`src/rtl/gcd_lcm_stage.sv`:
```
`default_nettype none
// ============================================================================
// Module      : gcd_lcm_stage
// Description : Computes lcm = (a / g) * b from an operand set {a, b, g}
//               delivered by an upstream GCD engine. A restoring divider
//               (one quotient bit per edge) is followed by a shift-add
//               multiplier (one multiplier bit per edge). One operation is in
//               flight at a time; valid/ready handshakes on both sides.
// Options     : LCM_SATURATE_EN - when defined, an overflowing product
//               returns lcm = all ones instead of the truncated low bits.
// Revision    : 1.0 - initial release
// ============================================================================
module gcd_lcm_stage #(
   parameter int WIDTH = 32
) (
   input  logic             clk,
   input  logic             rst,
   input  logic             in_valid,
   output logic             in_ready,
   input  logic [WIDTH-1:0] a,
   input  logic [WIDTH-1:0] b,
   input  logic [WIDTH-1:0] g,
   output logic             out_valid,
   input  logic             out_ready,
   output logic [WIDTH-1:0] lcm,
   output logic             ovf,
   output logic             err
);

   localparam int CW = (WIDTH > 1) ? $clog2(WIDTH) : 1;
   localparam logic [CW-1:0] CNT_LAST = CW'(WIDTH - 1);

   typedef enum logic [1:0] {
      S_IDLE = 2'd0,
      S_DIV  = 2'd1,
      S_MUL  = 2'd2,
      S_DONE = 2'd3
   } state_t;

   state_t               state_q, state_d;
   logic [WIDTH-1:0]     div_q, div_d;       // dividend in, quotient out
   logic [WIDTH-1:0]     rem_q, rem_d;       // partial remainder
   logic [WIDTH-1:0]     b_q, b_d;
   logic [WIDTH-1:0]     g_q, g_d;
   logic [2*WIDTH-1:0]   acc_q, acc_d;       // {product high, multiplier/product low}
   logic [CW-1:0]        cnt_q, cnt_d;
   logic [WIDTH-1:0]     lcm_q, lcm_d;
   logic                 ovf_q, ovf_d;
   logic                 err_q, err_d;
   logic                 out_valid_q, out_valid_d;

   // Datapath helpers for one division step and one multiply step
   logic [WIDTH:0]       rem_shift;
   logic                 rem_ge;
   logic [WIDTH-1:0]     rem_next;
   logic [WIDTH:0]       mul_sum;
   logic [2*WIDTH-1:0]   mul_next;
   logic                 mul_ovf;
   logic [WIDTH-1:0]     mul_lcm;

   // Bring down the next dividend bit and trial-subtract the divisor.
   // When the trial succeeds the difference is below g, so the low WIDTH
   // bits of the subtraction are exact.
   assign rem_shift = {rem_q, div_q[WIDTH-1]};
   assign rem_ge    = (rem_shift >= {1'b0, g_q});
   assign rem_next  = rem_ge ? (rem_shift[WIDTH-1:0] - g_q) : rem_shift[WIDTH-1:0];

   // Add b into the high half when the current multiplier bit is set, then
   // shift the whole accumulator right (carry enters at the top).
   assign mul_sum  = {1'b0, acc_q[2*WIDTH-1:WIDTH]} + {1'b0, (acc_q[0] ? b_q : {WIDTH{1'b0}})};
   assign mul_next = {mul_sum, acc_q[WIDTH-1:1]};
   assign mul_ovf  = |mul_next[2*WIDTH-1:WIDTH];

`ifdef LCM_SATURATE_EN
   assign mul_lcm = mul_ovf ? {WIDTH{1'b1}} : mul_next[WIDTH-1:0];
`else
   assign mul_lcm = mul_next[WIDTH-1:0];
`endif

   // Next-state and next-datapath decode for the IDLE/DIV/MUL/DONE sequence
   always_comb begin
      state_d     = state_q;
      div_d       = div_q;
      rem_d       = rem_q;
      b_d         = b_q;
      g_d         = g_q;
      acc_d       = acc_q;
      cnt_d       = cnt_q;
      lcm_d       = lcm_q;
      ovf_d       = ovf_q;
      err_d       = err_q;
      out_valid_d = out_valid_q;

      case (state_q)
         S_IDLE: begin
            if (in_valid) begin
               div_d = a;
               b_d   = b;
               g_d   = g;
               rem_d = '0;
               acc_d = '0;
               cnt_d = '0;
               lcm_d = '0;
               ovf_d = 1'b0;
               err_d = 1'b0;
               if ((a == '0) || (b == '0)) begin
                  state_d     = S_DONE;
                  out_valid_d = 1'b1;
               end else if (g == '0) begin
                  err_d       = 1'b1;
                  state_d     = S_DONE;
                  out_valid_d = 1'b1;
               end else begin
                  state_d = S_DIV;
               end
            end
         end

         S_DIV: begin
            div_d = {div_q[WIDTH-2:0], rem_ge};
            rem_d = rem_next;
            cnt_d = cnt_q + CW'(1);
            if (cnt_q == CNT_LAST) begin
               // Quotient becomes the multiplier in the low accumulator half
               acc_d   = {{WIDTH{1'b0}}, div_q[WIDTH-2:0], rem_ge};
               cnt_d   = '0;
               state_d = S_MUL;
            end
         end

         S_MUL: begin
            acc_d = mul_next;
            cnt_d = cnt_q + CW'(1);
            if (cnt_q == CNT_LAST) begin
               cnt_d       = '0;
               lcm_d       = mul_lcm;
               ovf_d       = mul_ovf;
               out_valid_d = 1'b1;
               state_d     = S_DONE;
            end
         end

         S_DONE: begin
            if (out_ready) begin
               out_valid_d = 1'b0;
               state_d     = S_IDLE;
            end
         end

         default: begin
            out_valid_d = 1'b0;
            state_d     = S_IDLE;
         end
      endcase
   end

   // State and datapath registers with synchronous reset
   always_ff @(posedge clk) begin
      if (rst) begin
         state_q     <= S_IDLE;
         div_q       <= '0;
         rem_q       <= '0;
         b_q         <= '0;
         g_q         <= '0;
         acc_q       <= '0;
         cnt_q       <= '0;
         lcm_q       <= '0;
         ovf_q       <= 1'b0;
         err_q       <= 1'b0;
         out_valid_q <= 1'b0;
      end else begin
         state_q     <= state_d;
         div_q       <= div_d;
         rem_q       <= rem_d;
         b_q         <= b_d;
         g_q         <= g_d;
         acc_q       <= acc_d;
         cnt_q       <= cnt_d;
         lcm_q       <= lcm_d;
         ovf_q       <= ovf_d;
         err_q       <= err_d;
         out_valid_q <= out_valid_d;
      end
   end

   assign in_ready  = (state_q == S_IDLE);
   assign out_valid = out_valid_q;
   assign lcm       = lcm_q;
   assign ovf       = ovf_q;
   assign err       = err_q;

endmodule
`default_nettype wire

```
`config.mk`:
```
export PLATFORM = sky130hd
export DESIGN_NAME = gcd_lcm_stage
export DESIGN_NICKNAME = d
export VERILOG_FILES = /design/src/rtl/gcd_lcm_stage.sv
export SDC_FILE = /design/constraint.sdc
export NUM_CORES = 1
export LEC_CHECK = 0
export ABC_AREA = 1
export CAP_MARGIN = 5
export CORE_MARGIN = 3
export CORE_UTILIZATION = 45
export CTS_CLUSTER_DIAMETER = 30
export DETAILED_ROUTE_END_ITERATION = 8
export PLACE_DENSITY_LB_ADDON = 0.3
export SYNTH_ARGS = -nofsm -noshare
export SYNTH_HDL_FRONTEND = slang
export SYNTH_SLANG_ARGS = --single-unit
```
`constraint.sdc`:
```
create_clock -name clk -period 2.8 [get_ports clk]
set_input_delay 0.28 -clock clk [delete_from_list [all_inputs] [get_ports clk]]
set_output_delay 0.28 -clock clk [all_outputs]
set_load 0.02 [all_outputs]
```
==> results.md <==
Timing:
- The final number of max-transition violations was 0.
- The worst slew margin relative to its limit is 0.464.
- In the post-route analysis, the smallest setup slack over all paths is about 0.14 ns.
- In the final timing run, aggregate negative setup slack is 0 ns.
- Setup repair after global routing could not meet its margin everywhere.
- The largest clock skew in the final design is roughly 0.025 ns.
- Based on the critical path, the design can be clocked at up to between 300 and 400 MHz.
- The number of hold-slack violations in the final timing report is 0.
- Dividing the final minimum period by the clock period gives 0.952.
- The tightest hold path in the finished design has a slack of 0.318 ns.
- For the finished layout, the period the worst path requires is around 2.7 ns.
- The final setup violation count is 0.
- The actual transition at the worst max-transition pin is 0.805 ns.

Power:
- The peak supply drop is roughly 0.0006 V.
- Power spread over the standard cell area amounts to 902 nW/µm².
- The overall power consumption is 16.4 mW.
- For this design the static power due to leakage is 8.28 nW.

Outcome:
- The run finished with clean final reports.

Clock network:
- TritonCTS built the clock tree.
- After clock tree synthesis, the clock-pin slew on the worst setup and hold paths is about 0.050 ns.
- The H-tree was split into 2 levels.
- For the worst-skew pair, the clock arrives at the later sink with an insertion delay of about 0.57 ns.
- Counting every sink on the clock net gives around 230.
- The largest buffer count on any clock path is 3.
- The tree is rooted in a clkbuf_16.
- The number of clock buffers added by TritonCTS is between 40 and 50.

GRT:
- The all-layer global routing usage is 0.248.
- The maximum number of pins on one net before global-route repair is 65.
- The global routing usage on met1 is 0.325.
- The initial antenna violation count is 2.
- The met2 routing resource usage after global routing is 0.413.
- The residual overflow from global routing is 0.
- In the global route stage, met3 resource usage came out at 0.0441.
- The first-pass GRT wire length is 69.1 mm.
- The global routing stage identified its most utilized layer as met2.
- The number of global-route vias before repair is ~14000.

Yosys:
- Yosys printed 0 warnings.
- Among all flip-flop cells after synthesis, the most frequent one is dfxtp_1.
- Sorting the synthesized cells by how often they occur yields nand2_1 (655), a21oi_1 (234), dfxtp_1 (234).
- Synthesis inferred approximately 230 register bits.
- The net count after synthesis is ~2300.
- nand2_1 is the most common cell in the netlist.
- The proportion of synthesized flip-flops having asynchronous set or reset is 0.
- In this run, distinct cell masters in the synthesized netlist total between 40 and 50.
- The cell taking the most area after synthesis is dfxtp_1.
- Synthesis handed over a netlist of about 2200 instances.
- After synthesis, the mean cell area works out to 6.42 µm².
- For this run, the register share of the synthesized area comes to 0.337.
- The share of the synthesized area in the top cell type is 0.337.
- After synthesis the cells add up to 13900 µm².
- Counting flops with a built-in enable in the synthesized netlist gives 0.
- By area the synthesized netlist is led by dfxtp_1 (34%), nand2_1 (18%), a21oi_1 (8.4%).

Placement:
- Buffers placed on the I/O ports in this run total between 100 and 150.
- The placed wire-length estimate is about 30 mm.
- Before CTS, the worst setup slack after placement is -0.106 ns.
- After detailed placement, the total cell area comes to approximately 16000 µm².
- The routability congestion estimate is slightly below 1.
- The count of placed standard cells including taps is roughly 2700.

Cells and area:
- The proportion of layout cells with a drive suffix above 1 is 0.102.
- The final standard cell area without fillers is between 15000 and 20000 µm².
- The number of nets in the finished design is 2506.
- Compared with the post-synthesis result, the final layout area differs by 30.7%.
- The multi-input combinational cells in the finished layout cover a total of 8150 µm².
- Once layout is complete, the utilization of the core stands at 0.604.
- The number of filler instances in the final layout is roughly 2800.
- The count of antenna diodes in the layout is 0.
- Across the whole layout, storage elements account for 4690 µm².
- The post-route non-filler standard cell count is between 2000 and 3000.

Setup path:
- For this run, the slowest stage of the critical path takes approximately 0.37 ns.
- The slowest library cell on the worst path is dfxtp_4.
- Walking the worst path, the cells encountered are clkbuf_16 > nand2_1 > inv_1 > ha_1 > nand2_1 > nor2_1 > inv_1 > nor3_2 > and2_1 > nand2_1 > nand3_1 > nand2_1 > nor2_2 > nand3_1 > nor2_1 > nand2_1 > nand2_1 > a21oi_1.
- STA classifies the critical path endpoint as a flip-flop.
- The total buffers and inverters traversed by the critical path is 3.
- The kind of cell adding the most delay to the critical path is simple AND/OR/NAND/NOR gates.
- The worst setup path category is flip-flop to flip-flop.
- The startpoint type of the worst setup path is a flip-flop.
- The required arrival time at the worst endpoint is ~3.2 ns.
- The most prevalent standard cell on the critical path is nand2_1.
- Data on the critical path arrives at its endpoint at about 3.1 ns.
- Along the worst path, the maximum fanout reaches 15.

Floorplan:
- The core outline area is 30000 µm².
- The floorplan has 63 rows.
- The die width is between 150 and 200 µm.
- The die covers about 33000 µm².
- The total I/O pin count is ~140.
- The die is ~180 µm tall.
- The initial core utilization is 0.462.

Drt:
- The number of vias per cell after detailed routing is 5.31.
- The per-cell routed wire length is 15.5 µm.
- The first-pass iteration count of the detailed router is 5.
- The first routing iteration left 970 violations.
- The post-route DRC violation count is 0.
- The routed design has 42.8 mm of wire.
- The detailed-route via count is approximately 15000.
- The detail route stage leaves a number of antenna-violating nets equal to 0.

Min path:
- The tightest min-delay check is of the primary input to flip-flop type.

Flow run:
- Max-cap violations in this run came to 0.
-- worst min-delay path, stage by stage --
cell             delay (ns)
clkdlybuf4s50_1        0.42
nand2_1                0.08
a31oi_1                0.07
-- cell usage in the layout, fill, tap and decap left out, types with 10 or more instances in the layout --
master           count
nand2_1            646
dfxtp_1            233
inv_1              230
a21oi_1            230
nor2_1             169
o21ai_0            159
clkdlybuf4s50_1    134
nand3_1             88
buf_4               74
ha_1                59
clkbuf_16           50
a31oi_1             33
nor4_1              24
xnor2_1             19
o211ai_1            18
nor3_1              17
nand4_1             15
bufinv_16           13
nand2_2             11
nor2_2              10
-- sequential cells by signal, summed over array words and instances, names as in the netlist --
name	flops
g_q	32
lcm	32
b_q	32
rem_q	32
cnt_q	5
acc_q	64
ovf	1
state_q	2
out_valid	1
div_q	32
err	1
-- repair_timing --
action                                 in CTS  in global routing
hold buffers                                0                  0
setup buffers                               0                  0
endpoints found under the hold margin       0                  0
setup endpoints to repair                   2                  9
cloned                                      0                  1
pin swaps                                   0                  4
resized for setup                           5                 43
-- cell type report --
class / instances / area share
clock inverter: 34 / 0.0337
inverter: 238 / 0.0493
multi-input combinational: 1598 / 0.449
tap: 390 / 0.0269
sequential: 234 / 0.258
timing repair buffer: 213 / 0.110
clock buffer: 57 / 0.0725
-- metal layers --
metal  vias to the layer above  share of wire
met5                         -        0.00049
met4                         4          0.029
met3                        96          0.062
met2                       413           0.46
met1                      6740           0.45
li1                       7414              -
-- cells by family after synthesis --
family / Yosys count / share of synthesized area
adder cells (fa/ha/maj): 72 / 0.0659
AO/OA/AOI/OAI: 477 / 0.184
buffers and inverters: 331 / 0.0927
AND/OR/NAND/NOR: 1021 / 0.302
flip-flops: 234 / 0.337
XOR/XNOR: 28 / 0.0177
-- report_power, final --
| group | internal, mW | leakage (nW) | total [mW] | switching, mW |
|---|---|---|---|---|
| Clock | 4.60 | 0.917 | 6.64 | 2.04 |
| Sequential | 4.02 | 1.91 | 4.37 | 0.344 |
| Combinational | 1.77 | 5.45 | 5.37 | 3.60 |
-- worst paths after layout --
| path | startpoint | slack [ns] | endpoint | cells past startpoint |
|---|---|---|---|---|
| max | acc_q[0] | 0.14 | ovf | 18 |
| min | a[6] | 0.32 | div_q[6] | 3 |
| max reg2reg | acc_q[0] | 0.14 | ovf | 18 |
| min reg2reg | g_q[17] | 0.46 | g_q[17] | 2 |
No activity file was read; power rests on OpenSTA's default activity.
